$ cat config.mk
export PLATFORM = sky130hd
export DESIGN_NAME = sensor_arbiter
export DESIGN_NICKNAME = d
export VERILOG_FILES = /design/src/rtl/sensor_arb_pkg.sv /design/src/rtl/rr_arbiter.sv /design/src/rtl/sensor_arbiter.sv
export SDC_FILE = /design/constraint.sdc
export NUM_CORES = 1
export LEC_CHECK = 0
export BUFFER_PORTS_ARGS = -buffer_cell sky130_fd_sc_hd__buf_4
export CAP_MARGIN = 25
export CORE_AREA = 2 2 228 230
export CTS_CLUSTER_SIZE = 10
export DETAILED_ROUTE_END_ITERATION = 8
export DIE_AREA = 0 0 230 232
export MAX_ROUTING_LAYER = met4
export PLACE_DENSITY = 0.76
export SYNTH_ARGS = -nofsm -noshare
export SYNTH_HDL_FRONTEND = slang
export SYNTH_HIERARCHICAL = 1
export SYNTH_SLANG_ARGS = --single-unit
$ cat constraint.sdc
create_clock -name clk -period 7.7 [get_ports clk]
set_clock_uncertainty 0.1 [all_clocks]
set_input_delay 1.54 -clock clk [delete_from_list [all_inputs] [get_ports clk]]
set_output_delay 1.54 -clock clk [all_outputs]
set_load 0.03 [all_outputs]
$ cat src/rtl/sensor_arb_pkg.sv
// Shared definitions for the sensor arbiter: default channel count and
// word width, sensor-id width and the output FSM state encoding.
package sensor_arb_pkg;

    localparam int NUM_SENSORS_DEF = 16;
    localparam int DATA_W_DEF      = 32;
    localparam int ID_W            = 4;

    typedef enum logic {
        IDLE  = 1'b0,
        VALID = 1'b1
    } state_t;

endpackage

$ cat src/rtl/rr_arbiter.sv
// Combinational round-robin selector: first set request at or after ptr.
// Ports: req (requests), ptr (search start) -> grant (one-hot), idx, any.
module rr_arbiter #(
    parameter int N     = 16,
    parameter int IDX_W = 4
) (
    input  logic [N-1:0]     req,
    input  logic [IDX_W-1:0] ptr,
    output logic [N-1:0]     grant,
    output logic [IDX_W-1:0] idx,
    output logic             any
);

    always_comb begin
        grant = '0;
        idx   = '0;
        any   = 1'b0;
        for (int i = 0; i < N; i++) begin
            int c;
            c = int'(ptr) + i;
            // wrap the rotated position back into 0..N-1
            if (c >= N) c = c - N;
            if (!any && req[c]) begin
                any      = 1'b1;
                grant[c] = 1'b1;
                idx      = IDX_W'(c);
            end
        end
    end

endmodule

$ cat src/rtl/sensor_arbiter.sv
// Collects one-cycle sensor strobes into holding registers and streams
// them round-robin into a single registered output with write/ready.
// Ports: clk, reset (async, high), sensor_data, data_available, ready,
//   overflow_clear -> sensor_value_out, sensor_id, write, overflow.
// Option SENSOR_ARB_DROP_COUNT_EN adds a saturating drop_count output.
module sensor_arbiter
    import sensor_arb_pkg::*;
#(
    parameter int NUM_SENSORS = NUM_SENSORS_DEF,
    parameter int DATA_W      = DATA_W_DEF
) (
    input  logic                          clk,
    input  logic                          reset,
    input  logic [NUM_SENSORS*DATA_W-1:0] sensor_data,
    input  logic [NUM_SENSORS-1:0]        data_available,
    input  logic                          ready,
    input  logic                          overflow_clear,
    output logic [DATA_W-1:0]             sensor_value_out,
    output logic [ID_W-1:0]               sensor_id,
    output logic                          write,
    output logic [NUM_SENSORS-1:0]        overflow
`ifdef SENSOR_ARB_DROP_COUNT_EN
    ,
    output logic [15:0]                   drop_count
`endif
);

    state_t state;
    state_t state_nxt;

    logic [NUM_SENSORS-1:0] pending;
    logic [NUM_SENSORS-1:0] grant;
    logic [NUM_SENSORS-1:0] gnt_mask;
    logic [NUM_SENSORS-1:0] ovf_set;
    logic [DATA_W-1:0]      hold [NUM_SENSORS];
    logic [ID_W-1:0]        ptr;
    logic [ID_W-1:0]        ptr_nxt;
    logic [ID_W-1:0]        gnt_idx;
    logic                   any_gnt;
    logic                   take;

    rr_arbiter #(
        .N     (NUM_SENSORS),
        .IDX_W (ID_W)
    ) u_rr (
        .req   (pending),
        .ptr   (ptr),
        .grant (grant),
        .idx   (gnt_idx),
        .any   (any_gnt)
    );

    // take: a pending word moves into the output registers this edge
    always_comb begin
        state_nxt = state;
        take      = 1'b0;
        unique case (state)
            IDLE: begin
                if (any_gnt) begin
                    take      = 1'b1;
                    state_nxt = VALID;
                end
            end
            VALID: begin
                if (ready) begin
                    if (any_gnt) take = 1'b1;
                    else         state_nxt = IDLE;
                end
            end
            default: state_nxt = IDLE;
        endcase
    end

    assign gnt_mask = take ? grant : '0;
    // a re-strobe on the channel being granted is a fresh word, not a drop
    assign ovf_set  = data_available & pending & ~gnt_mask;
    assign ptr_nxt  = (gnt_idx == ID_W'(NUM_SENSORS - 1)) ? '0
                                                          : gnt_idx + ID_W'(1);
    assign write    = (state == VALID);

    always_ff @(posedge clk or posedge reset) begin
        if (reset) state <= IDLE;
        else       state <= state_nxt;
    end

    always_ff @(posedge clk or posedge reset) begin
        if (reset) begin
            sensor_value_out <= '0;
            sensor_id        <= '0;
            ptr              <= '0;
            pending          <= '0;
            overflow         <= '0;
        end else begin
            if (take) begin
                sensor_value_out <= hold[gnt_idx];
                sensor_id        <= gnt_idx;
                ptr              <= ptr_nxt;
            end
            pending <= (pending & ~gnt_mask) | data_available;
            if (overflow_clear) overflow <= '0;
            else                overflow <= overflow | ovf_set;
        end
    end

    // holding registers carry no reset; pending guards their validity
    always_ff @(posedge clk) begin
        for (int k = 0; k < NUM_SENSORS; k++) begin
            if (data_available[k])
                hold[k] <= sensor_data[k*DATA_W +: DATA_W];
        end
    end

`ifdef SENSOR_ARB_DROP_COUNT_EN
    logic [15:0] drop_inc;
    logic [16:0] drop_sum;

    always_comb begin
        drop_inc = '0;
        for (int k = 0; k < NUM_SENSORS; k++)
            drop_inc = drop_inc + 16'(ovf_set[k]);
    end

    assign drop_sum = {1'b0, drop_count} + {1'b0, drop_inc};

    always_ff @(posedge clk or posedge reset) begin
        if (reset)               drop_count <= '0;
        else if (overflow_clear) drop_count <= '0;
        else if (drop_sum[16])   drop_count <= 16'hFFFF;
        else                     drop_count <= drop_sum[15:0];
    end
`endif

endmodule

**Yosys cells after proc, flatten, opt, wreduce, memory -nomap -nowiden**

Memories as Yosys holds them, arrays and structs flattened. A register that Yosys moved wholly into a read port is not among the register bits.
Cells that the tools add are included.

- Flip-flop bits (word level): 41
- Bits in latches: 0
- Input port bits: 532
- Memory bits (read-only): 0
- Memories kept: 1
- Memory bits (writable): 512
- Output and inout bits: 53
- Logic and storage cells: 339

Memory list:

| name | words | width | read ports | clocked after Yosys merged registers in | wr ports | RTL line | RTL |
|---|---|---|---|---|---|---|---|
| hold | 16 | 32 | 1 | 1 | 16 | sensor_arbiter.sv:35 | `logic [DATA_W-1:0] hold [NUM_SENSORS];` |

- Magnitude comparators: 48
- Multiply operators: 0
- Shift-type cells: 0
- Bitwise logic cells: 22
- Divide/modulo/power cells: 0
- Reductions and logical operators: 46
- Eq/ne operators: 1
- Mux-type cells: 184
- $add $sub $neg: 32

Operators with widths:

| operator | number |
|---|---|
| >= comparator 32 x 1 -> 1 bit, second input constant | 16 |
| less-than comparator 32 x 6 -> 1 bit, second input constant | 16 |
| two-way mux 32 bit | 16 |
| >= comparator 32 x 6 -> 1 bit, second input constant | 15 |
| subtractor 32 x 6 -> 32 bit, second input constant | 15 |
| two-way mux 16 bit | 18 |
| OR 16 bit | 17 |
| two-way mux 1 bit | 99 |
| two-way mux 4 bit | 17 |
| binary-select mux 1 bit (select 4 bit) | 16 |
| demux 1 bit (select 4 bit) | 16 |
| bitwise AND 16 bit | 3 |
| adder 4 x 4 -> 5 bit, second input constant | 8 |
| logical AND 1 bit | 31 |
| adder 4 x 3 -> 5 bit, second input constant | 4 |
| inverter 16 bit | 1 |
| zero test 1 bit | 15 |
| adder 4 x 2 -> 5 bit, second input constant | 2 |
| subtractor 4 x 5 -> 6 bit, second input constant | 1 |
| adder 4 x 1 -> 5 bit, second input constant | 1 |
| >= comparator 4 x 5 -> 1 bit, second input constant | 1 |
| adder 4 x 1 -> 4 bit, second input constant | 1 |
| equality test 4 bit, second input constant | 1 |
| case mux 1 bit (2 select lines) | 2 |
| inverter 1 bit | 1 |

**Longest topological paths before layout**

- Word-level depth: 59
- Mapped depth: 25
- Gate-level depth less buffers: 16

**Cells and area by module**

The synthesis kept the hierarchy.

Modules (own cells, without submodules):

| module | times used | seq. area each (µm²) | area an instance (µm²) | cells each |
|---|---|---|---|---|
| sensor_arbiter | 1 | 17201.5 | 22093.7 | 1033 |
| rr_arbiter | 1 | 0.0 | 4088.9 | 568 |

**Worst setup path before layout**

Ideal clock, no wire load.

- Path kind: register to register
- Start: reg ptr[1]
- End: reg sensor_value_out[21] (read register of hold)
- Arrival time: 5.514 ns
- Clock period less this slack: 5.746 ns
- Data required time: 7.468 ns
- Setup time: 0.132 ns
- Path buffers: 7
- Path slack: 1.954 ns
- Cell stages (with the launch flop): 22
- Cells stage by stage: dfrtp_1 > buf_2 > clkinv_1 > ha_1 > buf_2 > buf_1 > mux4_2 > mux2i_1 > nand3_4 > buf_6 > buf_2 > nor2_1 > and3_1 > a221o_1 > nor2_1 > a31oi_1 > buf_6 > buf_6 > mux4_2 > mux2_2 > a22oi_1 > o21ai_1

- Elaborated cells on any way between the ends: 176
- Those cells by class: add/sub: 31; order compare: 16; mux: 99; reduce/logical: 30

RTL lines:

| item | RTL line | RTL |
|---|---|---|
| from (decl) | sensor_arbiter.sv:36 | `logic [ID_W-1:0] ptr;` |
| from (signal assigned) | sensor_arbiter.sv:97 | `ptr <= ptr_nxt;` |
| branches (longest 50 deep; another with subtractor 32 x 6 -> 32 bit) | - |  |
| two-way mux 4 bit * | rr_arbiter.sv:23 | `if (!any && req[c]) begin` |
| net gnt_idx[1] | sensor_arbiter.sv:38 | `logic [ID_W-1:0] gnt_idx;` |
| to (decl) | sensor_arbiter.sv:18 | `output logic [DATA_W-1:0] sensor_value_out,` |

Mark *: on every way through the listed nets, which the timed path passes. The select of a mux whose other input is x is not followed.
A chain may end at the register's enable or synchronous reset.

**Worst setup path after layout**

- Start: reg ptr[0]
- End: reg sensor_value_out[0] (read register of hold)

The elaborated chain is that of the path after synthesis.

==> out/metrics.cfg <==
[outcome]
outcome = finished, final reports clean

[synthesis]
yosys.area.top_type_share = 0.587
synth_area_leaders = edfxtp_1 59%, mux4_2 11%, dfrtp_1 7.0%
yosysUniqueCellTypes = 79
synthFlopType = edfxtp_1
synth_fp_nets = 2151
post_synth_inst_count = 1601
yosys.area.top_type = edfxtp_1
netlist_area_sq_um = 26200
synth_edf_count = 512
yosysSeqAreaShare = 0.657
async_reset_ff_frac = 0.125
synth-seq-cells = 585
yosysWarnings = 6
syn_avg_cell_area_sq_um = 16.4

[flow_run]
drv_cap = 0

[floorplanning]
fp.coreArea_sq_um = 50900
io_pins = 585
die_y_um = 232
die-area_sq_um = 53400
dieWidth_um = 230
rows = 83
start_util = 0.515

[placed_design]
hpwl_mm = 78.2
post-place-cells = 2864
place_area_sq_um = 31800
place_congestion = 1.06
port-buffer-count = 584

[global_route]
grt_max_degree = 63
grt-ovfl-total = 0
antenna_found_initial = 27
grt_usage = 0.400
grt_pass1_vias = 19562
grt_pass1_wl_mm = 144

[pwr]
irDropWorstVdd_v = 0.000379
leakage_nw = 13.0
pwr-share-comb = 0.497
intPower_mw = 8.79
powerDensity_nw_per_um2 = 421
p_clk_frac = 0.216
p_total_mw = 14.3
seqPwrFrac = 0.287
switchingPower_mw = 5.55
switching_share = 0.387

[clock_network]
ctsHoldBuffers = 0
cts_buffer_depth = 3
cts_resized = 0
cts.sinks = 585
clk_pin_slew_ns = 0.06
cts_setup_buffers = 0
cts_inserted_buffers = 70
root_buffer = clkbuf_16
clock_latency_ns = 0.62
cts_tree = done
htree_num_levels = 3

[sta]
hold_viol = 0
worstMarginPinSlew_ns = 0.987
tns_ns = 0
period_share = 0.841
max_slew_margin = 0.337
drv_slew = 0
fmax_mhz = 154
rsz0062_at_grt = false
setup_viol = 0
period_minus_slack_ns = 6.47

[cells_and_area]
final_layout_size_suffix_gt1_frac = 0.414
final_common_cell = buf_4
layout.nets = 2807
layout_common_cells = 672 x buf_4, 512 x edfxtp_1, 133 x mux4_2
syn2layout_area_growth_pct = 30.0
design_area_sq_um = 34000
finalNonFillerCells = 3020

[routing]
viasPerCell = 6.45
firstDrtPassIters = 5
wl_per_cell_um = 34.5
wl_mm = 104
drc = 0
num_vias = 19473
drtIter0Drc = 2264
antenna_left = 0

[critical_path]
crit_type = flop to flop
worstPathMaxFanout = 46
arrival_ns = 6.83
end_kind = flop
r2r_cells = 16
start_kind = flop
critPathRequiredTime_ns = 8.05

[min_path]
hp-class = flop to flop
whs_path_depth = 1

## layout make-up
cell class | count | area (sq um)
Antenna cell | 25 | 62.6
Clock buffer | 121 | 1990
Clock inverter | 9 | 141
Fill cell | 3547 | 16800
Inverter | 21 | 80.1
Multi-Input combinational cell | 894 | 8410
Sequential cell | 585 | 17200
Tap cell | 680 | 851
Timing Repair Buffer | 685 | 5310
## flip-flops by register name, indices dropped and copies added, names as in the netlist
register / count
write: 1
sensor_value_out: 32
sensor_id: 4
overflow: 16
ptr: 4
pending: 16
hold: 512
## synth_stat cells, types with 8 or more instances
cell type  instances
xnor2_1           11
a221o_1            9
clkbuf_1          43
o21ai_1            9
nand2_1          116
dfrtp_1           73
a221oi_1          14
buf_2             22
nand3_1           48
nor4_1             9
a21o_1            26
buf_4             15
o22ai_1           10
o211ai_1          46
buf_1              8
a31oi_1           20
inv_1             18
and2_1            13
nand4_1           10
edfxtp_1         512
nor2_1            55
a32oi_1           10
a22oi_1           31
a21oi_1           36
mux2i_1           89
nor3_1            21
buf_6             12
o21ai_0           29
mux4_2           133
ha_1              18
mux2_2            28
## power by group through the flow
stage	clock (mW)	sequential, mW	combinational [mW]
CTS	3.12	4.11	7.08
detailed placement	0	4.16	7.05
global placement	0	4.15	7.04
finish	3.10	4.12	7.12
global route	3.26	4.14	7.43
floorplan	0	4.27	4.23
## critical path, stage by stage (launching register included)
cell and delay (ns):
dfrtp_1 0.34, buf_4 0.23, inv_1 0.14, ha_1 0.46, mux4_2 0.65, mux2_2 0.37
a2111oi_4 0.49, nand3_4 0.29, buf_4 0.27, nor4_4 0.30, buf_4 0.19, nor3_1 0.12
a31oi_4 0.54, buf_12 0.40, mux4_2 0.54, o211ai_1 0.66, o211ai_1 0.17
## logic make-up (layout without fill, tap and decap cells)
family | count (synthesis) | after routing | share of synthesized area
compound gates | 288 | 288 | 0.0795
xor+xnor | 15 | 15 | 0.00502
fa+ha+maj | 18 | 18 | 0.00860
buf+inv | 122 | 836 | 0.0243
flops | 585 | 585 | 0.657
mux | 254 | 254 | 0.164
other cells | 0 | 25 | 0
simple gates | 319 | 319 | 0.0613
## final timing paths
| path | slack (ns) | endpoint | from |
|---|---|---|---|
| max | 1.23 | sensor_value_out[0] | ptr[0] |
| min | 0.38 | ptr[0] | ptr[0] |
| max reg2reg | 1.23 | sensor_value_out[0] | ptr[0] |
| min reg2reg | 0.38 | ptr[0] | ptr[0] |
| max in group asynchronous | 5.91 | overflow[3] | reset |
| min in group asynchronous | 0.76 | sensor_value_out[16] | reset |
## per-layer routing
layer / vias to the layer above / part of all wire / GRT usage / wire length [um]
met3: 326 / 0.090 / 0.0758 / 9380
met4: 0 / 0.075 / 0.245 / 7840
met1: 9811 / 0.35 / 0.481 / 36300
met5: - / 0 / - / 0
met2: 1457 / 0.49 / 0.633 / 50500
li1: 7879 / - / - / -
## stage by stage
stage	worst slack, ns	hold slack (ns)	util
finish	1.23	0.377	0.669
detailed placement	1.33	0.369	0.625
global placement	1.41	0.370	0.625
floorplan	1.95	0.398	-
CTS	1.31	0.380	0.667
global route	1.05	0.396	0.669
(Power assumes the default switching activity.)
